## src/rtl/blob_merge_ctrl.sv

```systemverilog
// blob_merge_ctrl: frame sequencer and label-equivalence table owner for the
// connected-component labeler. It collects merges during a frame, flattens the
// table in one ascending pass at frame end, and then streams the label->root map.
// The optional macro BLOB_ROOT_COUNT_EN adds the obj_count output, which counts
// the root labels found during flattening.
module blob_merge_ctrl #(
    parameter int LABEL_BITS = 4,
    parameter int MAX_OBJ    = 10
) (
    input  logic                  clk,
    input  logic                  rst_n,
    input  logic                  frame_start,
    input  logic                  frame_end,
    input  logic [LABEL_BITS-1:0] max_label,
    input  logic                  merge_valid,
    input  logic [LABEL_BITS-1:0] merge_a,
    input  logic [LABEL_BITS-1:0] merge_b,
    output logic                  rd_valid,
    input  logic                  rd_ready,
    output logic [LABEL_BITS-1:0] rd_idx,
    output logic [LABEL_BITS-1:0] rd_root,
    output logic                  busy,
    output logic                  done,
    output logic                  err_overrun,
    output logic                  merge_ign
`ifdef BLOB_ROOT_COUNT_EN
    ,
    output logic [LABEL_BITS-1:0] obj_count
`endif
);

    typedef enum logic [1:0] {
        IDLE    = 2'd0,
        COLLECT = 2'd1,
        FLATTEN = 2'd2,
        DRAIN   = 2'd3
    } state_t;

    // One extra bit so that MAX_OBJ == 2^LABEL_BITS is still representable.
    localparam logic [LABEL_BITS:0]   MAX_OBJ_W = (LABEL_BITS + 1)'(MAX_OBJ);
    localparam logic [LABEL_BITS-1:0] LAST_LBL  = LABEL_BITS'(MAX_OBJ - 1);
    localparam logic [LABEL_BITS-1:0] ONE       = LABEL_BITS'(1);

    state_t                state_q, state_d;
    logic [LABEL_BITS-1:0] tbl [MAX_OBJ];
    logic [LABEL_BITS-1:0] idx_q;
    logic [LABEL_BITS-1:0] n_q;
    logic                  done_q, done_d;
    logic                  ovr_q, ovr_d;
    logic                  ign_q, ign_d;

    logic                  m_bad;
    logic [LABEL_BITS-1:0] lo, hi, p;
    logic                  merge_wr;
    logic [LABEL_BITS-1:0] wr_addr, wr_data;
    logic [LABEL_BITS-1:0] n_clip;
    logic [LABEL_BITS-1:0] flat_root;

`ifdef BLOB_ROOT_COUNT_EN
    logic [LABEL_BITS-1:0] cnt_q;
    assign obj_count = cnt_q;
`endif

    // Merge decode, frame-end clipping, flatten lookup and FSM next state.
    always_comb begin
        state_d = state_q;
        done_d  = 1'b0;

        m_bad = (merge_a == '0) || (merge_b == '0) || (merge_a == merge_b) ||
                ({1'b0, merge_a} >= MAX_OBJ_W) || ({1'b0, merge_b} >= MAX_OBJ_W);
        lo = (merge_a < merge_b) ? merge_a : merge_b;
        hi = (merge_a < merge_b) ? merge_b : merge_a;
        // hi may be out of range on a rejected request; never look it up then.
        p  = m_bad ? lo : tbl[hi];
        merge_wr = (state_q == COLLECT) && merge_valid && !m_bad && (p != lo);
        // Link the larger of the two roots under the smaller one, so table[i] <= i.
        wr_addr  = (p > lo) ? p : lo;
        wr_data  = (p > lo) ? lo : p;

        n_clip = ({1'b0, max_label} >= MAX_OBJ_W) ? LAST_LBL : max_label;

        // The parent index is smaller than idx, so it has already been flattened.
        flat_root = tbl[tbl[idx_q]];

        ign_d = merge_valid && ((state_q != COLLECT) || m_bad);
        ovr_d = frame_start && (state_q != IDLE);

        case (state_q)
            IDLE: begin
                if (frame_start) state_d = COLLECT;
            end
            COLLECT: begin
                if (frame_end) begin
                    if (n_clip == '0) begin
                        state_d = IDLE;
                        done_d  = 1'b1;
                    end else begin
                        state_d = FLATTEN;
                    end
                end
            end
            FLATTEN: begin
                if (idx_q == n_q) state_d = DRAIN;
            end
            DRAIN: begin
                if (rd_ready && (idx_q == n_q)) begin
                    state_d = IDLE;
                    done_d  = 1'b1;
                end
            end
            default: state_d = IDLE;
        endcase
    end

    // FSM state and the one-cycle status pulses.
    always_ff @(posedge clk) begin
        if (!rst_n) begin
            state_q <= IDLE;
            done_q  <= 1'b0;
            ovr_q   <= 1'b0;
            ign_q   <= 1'b0;
        end else begin
            state_q <= state_d;
            done_q  <= done_d;
            ovr_q   <= ovr_d;
            ign_q   <= ign_d;
        end
    end

    // Equivalence table, the walk index, the latched entry count and the root counter.
    always_ff @(posedge clk) begin
        if (!rst_n) begin
            for (int i = 0; i < MAX_OBJ; i++) tbl[i] <= LABEL_BITS'(i);
            idx_q <= '0;
            n_q   <= '0;
`ifdef BLOB_ROOT_COUNT_EN
            cnt_q <= '0;
`endif
        end else begin
            case (state_q)
                IDLE: begin
                    for (int i = 0; i < MAX_OBJ; i++) tbl[i] <= LABEL_BITS'(i);
                    idx_q <= ONE;
`ifdef BLOB_ROOT_COUNT_EN
                    if (frame_start) cnt_q <= '0;
`endif
                end
                COLLECT: begin
                    if (merge_wr) tbl[wr_addr] <= wr_data;
                    if (frame_end) begin
                        n_q   <= n_clip;
                        idx_q <= ONE;
                    end
                end
                FLATTEN: begin
                    tbl[idx_q] <= flat_root;
`ifdef BLOB_ROOT_COUNT_EN
                    if (flat_root == idx_q) cnt_q <= cnt_q + ONE;
`endif
                    idx_q <= (idx_q == n_q) ? ONE : idx_q + ONE;
                end
                DRAIN: begin
                    if (rd_ready) idx_q <= (idx_q == n_q) ? ONE : idx_q + ONE;
                end
                default: idx_q <= ONE;
            endcase
        end
    end

    assign rd_valid    = (state_q == DRAIN);
    assign rd_idx      = rd_valid ? idx_q : '0;
    assign rd_root     = rd_valid ? tbl[idx_q] : '0;
    assign busy        = (state_q != IDLE);
    assign done        = done_q;
    assign err_overrun = ovr_q;
    assign merge_ign   = ign_q;

endmodule

```

## config.mk

```make
export PLATFORM = sky130hd
export DESIGN_NAME = blob_merge_ctrl
export DESIGN_NICKNAME = d
export VERILOG_FILES = /design/src/rtl/blob_merge_ctrl.sv
export SDC_FILE = /design/constraint.sdc
export NUM_CORES = 1
export LEC_CHECK = 0
export CAP_MARGIN = 0
export CELL_PAD_IN_SITES_DETAIL_PLACEMENT = 2
export CELL_PAD_IN_SITES_GLOBAL_PLACEMENT = 2
export CORE_ASPECT_RATIO = 1.2
export CORE_UTILIZATION = 44
export CTS_CLUSTER_DIAMETER = 80
export DETAILED_ROUTE_END_ITERATION = 10
export PLACE_DENSITY_LB_ADDON = 0.1
export REMOVE_ABC_BUFFERS = 1
export SLEW_MARGIN = 20
export SYNTH_ARGS = -nofsm -noshare
export SYNTH_HDL_FRONTEND = slang
export SYNTH_SLANG_ARGS = --single-unit
```

## constraint.sdc

```tcl
create_clock -name clk -period 10.88 [get_ports clk]
set_clock_uncertainty 0.05 [all_clocks]
set_input_delay 1.632 -clock clk [delete_from_list [all_inputs] [get_ports clk]]
set_output_delay 1.632 -clock clk [all_outputs]
set_load 0.005 [all_outputs]
```

==> results of run 1 <==
-- cell usage in the layout (no fill, tap or decap), drive strengths merged, types with 11 or more instances in the layout --
master          n
inv            17
nor2b          17
mux2i          56
edfxtp         64
nand3          39
dfxtp          17
o21ai          28
clkdlybuf4s50  30
nand4          11
nand2b         12
a21oi          24
nor3           15
ha             11
nand2          37
and3           13
a211oi         13
mux4           20
nor2           37
-- per-layer routing --
metal | track usage, % | up-vias
met1 | 42.8 | 2586
met2 | 56.9 | 235
li1 | - | 2173
met3 | 5.80 | 67
met4 | 15.1 | 0
met5 | 0 | -
-- final cells by class --
class / count / area, µm² / share of cell area, %
multi-input cells: 427 / 3330 / 51.3
flip-flops and latches: 81 / 2260 / 34.9
repair buffers: 34 / 330 / 5.09
clock buffers: 9 / 225 / 3.47
well taps: 164 / 205 / 3.16
clock inverters: 7 / 77.6 / 1.20
inverters: 15 / 56.3 / 0.868
-- through the flow --
step                      worst slack, ps  cell area, µm²  instances  utilization, %
final                                2300            6480        737            50.7
after global routing                 1920            6480        737            50.7
after CTS                            2380            6480        737            50.7
after detailed placement             2040            6180        721            48.4
after global placement               2710            6180        721            48.4
after floorplan                      3830            5640        523               -
-- flip-flops by register name, indices dropped and copies added, names as in the netlist, named ones only --
register / flops
n_q: 4
tbl: 64
done: 1
state_q: 1
err_overrun: 1
idx_q: 4
merge_ign: 1
-- report_power, final --
| part | internal (µW) | switching (µW) |
|---|---|---|
| clock | 180 | 138 |
| combinational | 101 | 209 |
| sequential | 354 | 18.7 |
-- path summary, 6_finish.rpt --
check | depth (start not counted) | to | from | slack, ps
setup reg to reg | 14 | tbl[6][0] | tbl[10][2] | 5610
setup / recovery | 20 | tbl[6][0] | merge_a[3] | 2300
hold reg to reg | 2 | n_q[3] | n_q[3] | 460
hold / removal | 2 | n_q[3] | n_q[3] | 460
-- cell families (layout without fill, tap and decap cells) --
| kind of cell | count (synthesis) | count (layout) |
|---|---|---|
| buffers and inverters | 46 | 65 |
| flip-flops | 81 | 81 |
| AND/OR/NAND/NOR | 215 | 215 |
| multiplexers | 84 | 84 |
| adder cells (fa/ha/maj) | 11 | 11 |
| XOR/XNOR | 6 | 6 |
| AO/OA/AOI/OAI | 111 | 111 |
-- critical path, stage by stage --
cell and delay [ps]:
clkdlybuf4s50_1 560, inv_1 80, ha_1 310, nand2b_1 140, nor2b_1 700, nand3_1 380, nand2_2 410, mux2i_1 270
a2111oi_0 170, nor4_1 700, nand2_1 180, ha_1 360, a21oi_1 190, nor2b_1 90, o31ai_1 530, nor2_1 200
nand2_1 220, o221ai_2 330, or2_2 480, o21ai_0 550
==> impl_metrics.prom, run 1 <==
# TYPE chip_impl_metric gauge
chip_impl_metric{name="layout.nets",unit=""} 597
chip_impl_metric{name="die-area",unit="µm²"} 13700
chip_impl_metric{name="drt-total-wl",unit="µm"} 22000
chip_impl_info{name="synth.area.top_cells",value="edfxtp_1 33%, mux2i_1 9.6%, mux4_2 7.7%, dfxtp_1 5.8%, nand3_1 3.3%"} 1
chip_impl_metric{name="antenna_cells_inserted",unit=""} 0
chip_impl_metric{name="final_layout_size_suffix_gt1_share",unit="%"} 14.3
chip_impl_metric{name="max_freq",unit="GHz"} 0.117
chip_impl_metric{name="row_count",unit=""} 45
chip_impl_info{name="netlist.top_cell.by_area",value="edfxtp_1"} 1
chip_impl_metric{name="detailed_place_hpwl",unit="µm"} 16600
chip_impl_info{name="hold_class",value="reg2reg"} 1
chip_impl_metric{name="cts.path.max_buffers",unit=""} 2
chip_impl_metric{name="synth_compound_area_share",unit="%"} 13.8
chip_impl_metric{name="totalNegativeSetupSlack",unit="ps"} 0
chip_impl_metric{name="post-route-drc-count",unit=""} 0
chip_impl_metric{name="die_w",unit="µm"} 107
chip_impl_metric{name="timing.critical_path.required",unit="ps"} 10820
chip_impl_info{name="synth_most_common_cell",value="edfxtp_1"} 1
chip_impl_info{name="postSynth.topFlopCell",value="edfxtp_1"} 1
chip_impl_metric{name="hold_slack",unit="ps"} 460
chip_impl_metric{name="yosysUniqueCellTypes",unit=""} 76
chip_impl_metric{name="htreeDepth",unit=""} 3
chip_impl_metric{name="cts_hold_buffers",unit=""} 0
chip_impl_metric{name="die_height",unit="µm"} 128
chip_impl_info{name="combinational_family_with_the_most_area_after_synthesis",value="simple AND/OR/NAND/NOR gates"} 1
chip_impl_metric{name="cap_violations",unit=""} 0
chip_impl_metric{name="place.gp.congestion",unit=""} 0.888
chip_impl_metric{name="timing.final.hold_violations",unit=""} 0
chip_impl_metric{name="vias_per_inst",unit=""} 6.87
chip_impl_info{name="topRoutingLayerUsed",value="met4"} 1
chip_impl_metric{name="syn_area_per_cell",unit="µm²"} 10.5
chip_impl_metric{name="detail_route.wirelength.met1",unit="µm"} 8890
chip_impl_metric{name="final_max_slew_viols",unit=""} 0
chip_impl_metric{name="synthCells",unit=""} 554
chip_impl_metric{name="crit_fanout",unit=""} 15
chip_impl_metric{name="route.vias.total",unit=""} 5061
chip_impl_metric{name="grt_pass1_wl",unit="µm"} 33500
chip_impl_metric{name="static-leakage-power",unit="µW"} 0.00226
chip_impl_metric{name="setup_viol",unit=""} 0
chip_impl_metric{name="routed-wl-met2",unit="µm"} 10700
chip_impl_metric{name="first_global_vias",unit=""} 5447
chip_impl_metric{name="ys_warn_count",unit=""} 0
chip_impl_metric{name="synth_seq_cells",unit=""} 81
chip_impl_metric{name="buffer_ports.inserted",unit=""} 30
chip_impl_info{name="tritoncts",value="done"} 1
chip_impl_metric{name="design.core.area",unit="µm²"} 12800
chip_impl_metric{name="grt_max_degree",unit=""} 33
chip_impl_metric{name="power_per_unit_of_standard_cell_area",unit="nW/µm²"} 155
chip_impl_metric{name="synth_edf_count",unit=""} 64
chip_impl_metric{name="cts.repair.resized",unit=""} 0
chip_impl_info{name="run_status",value="complete, no violations"} 1
chip_impl_metric{name="grt.total_usage",unit="%"} 33.9
chip_impl_metric{name="peakVddDrop",unit="mV"} 0.128
chip_impl_info{name="path_class",value="in2reg"} 1
chip_impl_metric{name="async_flop_share",unit="%"} 0
chip_impl_metric{name="initial_utilization",unit="%"} 45.5
chip_impl_metric{name="fraction_of_synthesized_area_in_multiplexers",unit="%"} 18.9
chip_impl_metric{name="seq_area_frac_synth",unit="%"} 38.9
chip_impl_info{name="critical_path.startpoint_type",value="input port"} 1
chip_impl_metric{name="routed_wire_length_per_instance",unit="µm"} 29.9
chip_impl_metric{name="synth_xor_area_share",unit="%"} 0.903
chip_impl_metric{name="synthSimpleGateAreaFrac",unit="%"} 21.1
chip_impl_info{name="clock-root-buffer",value="clkbuf_16"} 1
chip_impl_metric{name="worst-endpoint-arrival",unit="ps"} 8510
chip_impl_metric{name="detailroute.wirelength.met3",unit="µm"} 1530
chip_impl_info{name="critPathCaptureType",value="flip-flop"} 1
chip_impl_metric{name="syn2layout_area_growth",unit="%"} 11.4
chip_impl_metric{name="drt_first_iter_violations",unit=""} 475
chip_impl_metric{name="slew-limit-headroom",unit="%"} 26.9
chip_impl_metric{name="fill_cell_count",unit=""} 1311
chip_impl_metric{name="post_cts.repair.setup_buffers",unit=""} 0
chip_impl_info{name="netlist_top_cells_count",value="64 x edfxtp_1, 56 x mux2i_1, 38 x nand3_1"} 1
chip_impl_metric{name="io_pins",unit=""} 31
chip_impl_metric{name="worst_skew_pair_later_pin_latency",unit="ps"} 350
chip_impl_metric{name="total_power_consumption",unit="µW"} 1000
chip_impl_metric{name="grt_antenna_before_repair",unit=""} 0
chip_impl_metric{name="final.min_clock_period",unit="ps"} 8580
chip_impl_metric{name="period_share",unit="%"} 78.8
chip_impl_metric{name="clkSlewWorstSetupHoldPaths",unit="ps"} 60
chip_impl_metric{name="grt_overflow_total",unit=""} 0
chip_impl_metric{name="drt_pre_antenna_iters",unit=""} 5
chip_impl_metric{name="cts_buffers",unit=""} 9
chip_impl_metric{name="clock_sinks",unit=""} 81
chip_impl_metric{name="drtAntennaViolNets",unit=""} 0
chip_impl_metric{name="syn_area",unit="µm²"} 5820
chip_impl_info{name="rsz_0062_raised_after_global_routing",value="false"} 1
chip_impl_metric{name="synth.top_cell.area_share",unit="%"} 33.0
chip_impl_metric{name="synth_fa_ha_area_share",unit="%"} 2.37
chip_impl_metric{name="worstMarginPinSlew",unit="ps"} 1090
(Power assumes the default switching activity.)
==> inputs of run 2 (changes only) <==
--- a/config.mk
+++ b/config.mk
@@ -9,7 +9,7 @@
 export CELL_PAD_IN_SITES_DETAIL_PLACEMENT = 2
 export CELL_PAD_IN_SITES_GLOBAL_PLACEMENT = 2
 export CORE_ASPECT_RATIO = 1.2
-export CORE_UTILIZATION = 44
+export CORE_UTILIZATION = 41
 export CTS_CLUSTER_DIAMETER = 80
 export DETAILED_ROUTE_END_ITERATION = 10
 export PLACE_DENSITY_LB_ADDON = 0.1
==> constraint.sdc (replaced) <==
create_clock -name clk -period 9 [get_ports clk]
set_clock_uncertainty 0.05 [all_clocks]
set_input_delay 1.35 -clock clk [delete_from_list [all_inputs] [get_ports clk]]
set_output_delay 1.35 -clock clk [all_outputs]
set_load 0.005 [all_outputs]
==> run 2 against run 1 <==
Effect of this change: worst hold slack got worse by 4.8 ps; worst setup slack got worse by 1300 ps; final cell count rose by 0.81%; sequential power rose by 21%; clock-buffer cell count did not move; cell area rose by 0.37%; power rose by 22%; utilization fell by 3.6 points; critical path type unchanged.
==> impl_metrics.prom, run 2 (synthesis gave the netlist of run 1 again) <==
# TYPE chip_impl_metric gauge
chip_impl_metric{name="worst_skew_pair_later_pin_latency",unit="ps"} 340
chip_impl_info{name="commonest_cells_after_routing_fill_and_taps_aside",value="64 x edfxtp_1, 56 x mux2i_1, 38 x nand3_1"} 1
chip_impl_metric{name="totalNegativeSetupSlack",unit="ps"} 0
chip_impl_metric{name="drt-total-wl",unit="µm"} 21500
chip_impl_metric{name="power_per_unit_of_standard_cell_area",unit="nW/µm²"} 188
chip_impl_metric{name="minimum_setup_slack_among_reg_to_reg_paths",unit="ps"} 3790
chip_impl_metric{name="final.min_clock_period",unit="ps"} 8030
chip_impl_info{name="min_delay_worst_endpoint",value="n_q[3]"} 1
chip_impl_metric{name="drt_pre_antenna_iters",unit=""} 5
chip_impl_metric{name="place.gp.congestion",unit=""} 0.911
chip_impl_metric{name="detailed_place_hpwl",unit="µm"} 16500
chip_impl_metric{name="max_freq",unit="GHz"} 0.125
chip_impl_info{name="timing.critical_path.slowest_stage_cell",value="nor4_1"} 1
chip_impl_metric{name="routed_wire_length_per_instance",unit="µm"} 29.0
chip_impl_metric{name="static-leakage-power",unit="µW"} 0.00226
chip_impl_metric{name="peakVddDrop",unit="mV"} 0.123
chip_impl_metric{name="cap_violations",unit=""} 0
chip_impl_info{name="largest-register",value="tbl"} 1
chip_impl_metric{name="p_int",unit="µW"} 795
chip_impl_metric{name="antenna_cells_inserted",unit=""} 0
chip_impl_metric{name="syn2layout_area_growth",unit="%"} 11.8
chip_impl_metric{name="power.clock.fraction",unit="%"} 32.6
chip_impl_info{name="worst_r2r_start",value="tbl[12][2]"} 1
chip_impl_info{name="mostFrequentLayoutCell",value="edfxtp_1"} 1
chip_impl_metric{name="buffer_ports.inserted",unit=""} 30
chip_impl_metric{name="worst_hold_path.num_cells",unit=""} 2
chip_impl_metric{name="power.share.switching",unit="%"} 35.0
chip_impl_metric{name="final_layout_size_suffix_gt1_share",unit="%"} 14.0
chip_impl_metric{name="critPathBufInv",unit=""} 3
chip_impl_info{name="critical_path.startpoint_type",value="input port"} 1
chip_impl_info{name="hold_class",value="reg2reg"} 1
chip_impl_metric{name="first_global_vias",unit=""} 5204
chip_impl_metric{name="drtAntennaViolNets",unit=""} 0
chip_impl_metric{name="row_count",unit=""} 47
chip_impl_metric{name="crit_fanout",unit=""} 16
chip_impl_metric{name="clock_sinks",unit=""} 81
chip_impl_metric{name="pwr-share-seq",unit="%"} 36.8
chip_impl_metric{name="netSwitchingPower",unit="µW"} 428
chip_impl_metric{name="cts_buffers",unit=""} 9
chip_impl_metric{name="vias_per_inst",unit=""} 6.70
chip_impl_metric{name="timing.critical_path.required",unit="ps"} 8930
chip_impl_metric{name="cts.path.max_buffers",unit=""} 2
chip_impl_info{name="r2r_end",value="tbl[6][2]"} 1
chip_impl_metric{name="clkSlewWorstSetupHoldPaths",unit="ps"} 60
chip_impl_metric{name="post-route-drc-count",unit=""} 0
chip_impl_info{name="largest_delay_contributor_family_on_the_critical_path",value="simple AND/OR/NAND/NOR gates"} 1
chip_impl_info{name="hold_path.startpoint",value="n_q[3]"} 1
chip_impl_metric{name="design.core.area",unit="µm²"} 13800
chip_impl_metric{name="grt_overflow_total",unit=""} 0
chip_impl_metric{name="grt_pass1_wl",unit="µm"} 32400
chip_impl_metric{name="period_share",unit="%"} 89.2
chip_impl_info{name="path_class",value="in2reg"} 1
chip_impl_metric{name="final_util",unit="%"} 47.1
chip_impl_metric{name="power.share.combinational",unit="%"} 30.5
chip_impl_metric{name="slowest_delay",unit="ps"} 720
chip_impl_metric{name="largest_reg_flops",unit=""} 64
chip_impl_info{name="rsz_0062_raised_after_global_routing",value="false"} 1
chip_impl_metric{name="place_area",unit="µm²"} 6190
chip_impl_info{name="run_status",value="complete, no violations"} 1
chip_impl_metric{name="grt_max_degree",unit=""} 33
chip_impl_metric{name="die_height",unit="µm"} 132
chip_impl_metric{name="io_pins",unit=""} 31
chip_impl_metric{name="layout.cell_area.non_filler",unit="µm²"} 6510
chip_impl_info{name="reg.largest.list",value="tbl: 64 flops, idx_q: 4 flops, n_q: 4 flops"} 1
chip_impl_metric{name="worst-endpoint-arrival",unit="ps"} 7960
chip_impl_metric{name="die-area",unit="µm²"} 14700
chip_impl_metric{name="layout.nets",unit=""} 597
chip_impl_metric{name="grt.total_usage",unit="%"} 29.8
chip_impl_metric{name="total_power_consumption",unit="µW"} 1220
chip_impl_metric{name="route.vias.total",unit=""} 4979
chip_impl_info{name="critical-path-top-cell-by-count",value="a21oi_1"} 1
chip_impl_metric{name="worstMarginPinSlew",unit="ps"} 1050
chip_impl_metric{name="cts.repair.resized",unit=""} 0
chip_impl_metric{name="die_w",unit="µm"} 111
chip_impl_info{name="critPathCaptureType",value="flip-flop"} 1
chip_impl_metric{name="grt_antenna_before_repair",unit=""} 0
chip_impl_metric{name="post_cts.repair.setup_buffers",unit=""} 0
chip_impl_info{name="timing.critical_path.cells",value="clkdlybuf4s50_1, inv_1, ha_1, nand2b_1, nor2b_1, nand3_1, nand2_2, mux2i_1, a2111oi_0, nor4_1, nand2_1, ha_1, a21oi_1, nor2b_1, o31ai_1, a21oi_1, a21oi_1, a31oi_1, buf_4, nand2b_1, or2_2, o21ai_0"} 1
chip_impl_metric{name="htreeDepth",unit=""} 3
chip_impl_metric{name="reg2regPathDepth",unit=""} 16
chip_impl_metric{name="slew-limit-headroom",unit="%"} 29.7
chip_impl_info{name="clock-root-buffer",value="clkbuf_16"} 1
chip_impl_info{name="tritoncts",value="done"} 1
chip_impl_metric{name="timing.final.hold_violations",unit=""} 0
chip_impl_metric{name="initial_utilization",unit="%"} 42.1
chip_impl_metric{name="final_max_slew_viols",unit=""} 0
chip_impl_metric{name="setup_viol",unit=""} 0
chip_impl_metric{name="drt_first_iter_violations",unit=""} 411
chip_impl_metric{name="cts_hold_buffers",unit=""} 0
==> run 2: power by group through the flow <==
stage	logic, µW	clock network [µW]	registers [µW]
floorplan	237	0	447
global placement	353	0	455
detailed placement	365	0	457
CTS	369	406	449
global route	394	415	451
finish	373	399	450
==> run 2: how the worst max path moves through the flow <==
| stage | start | endpoint | depth (start not counted) |
|---|---|---|---|
| 6_report | merge_a[3] | tbl[6][2] | 22 |
| 5_1_grt | merge_a[3] | tbl[4][0] | 22 |
| 4_1_cts | merge_a[3] | tbl[6][1] | 22 |
| 3_5_place_dp | merge_a[3] | tbl[6][2] | 22 |
| 3_3_place_gp | merge_a[3] | tbl[6][0] | 22 |
| 2_1_floorplan | merge_b[3] | tbl[7][0] | 19 |
==> run 2: area by class of cell <==
cell class	instances	area, µm²
clock inverters	6	92.6
repair buffers	34	330
fillers	1405	7310
inverters	15	56.3
multi-input cells	427	3330
well taps	171	214
clock buffers	9	225
flip-flops and latches	81	2260
==> run 2: layer usage <==
layer / global-route usage (%) / routed length [µm] / vias up / part of all wire (%)
met1: 38.3 / 8940 / 2545 / 42
met4: 13.0 / 924 / 0 / 4.3
met2: 49.7 / 10400 / 207 / 48
met5: 0 / 0 / - / 0
met3: 4.58 / 1220 / 58 / 5.7
li1: - / - / 2169 / -
==> run 2: worst reg2reg max path, cell delays in order, from the launching register on <==
cell and delay [ps]:
edfxtp_1 450, and3_1 200, a211oi_1 310, a2111oi_0 160, nor4_1 690, nand2_1 160
ha_1 360, a21oi_1 160, nor2b_1 80, o31ai_1 530, a21oi_1 160, a21oi_1 140
a31oi_1 70, buf_4 250, nand2b_1 230, or2_2 370, o21ai_0 480
==> run 2: stage by stage <==
step,hold WS (ps),worst slack (ps),instances
floorplan,406,2230,523
finish,455,968,743
CTS,467,1020,743
global placement,434,1040,728
detailed placement,458,761,728
global route,492,584,743
==> inputs of run 3 (changes only) <==
--- a/config.mk
+++ b/config.mk
@@ -12,6 +12,7 @@
 export CORE_UTILIZATION = 41
 export CTS_CLUSTER_DIAMETER = 80
 export DETAILED_ROUTE_END_ITERATION = 10
+export HOLD_SLACK_MARGIN = 0.05
 export PLACE_DENSITY_LB_ADDON = 0.1
 export REMOVE_ABC_BUFFERS = 1
 export SLEW_MARGIN = 20
==> results of run 3 <==
Same layout as run 2: the final DEF is identical, and so are final timing and power.
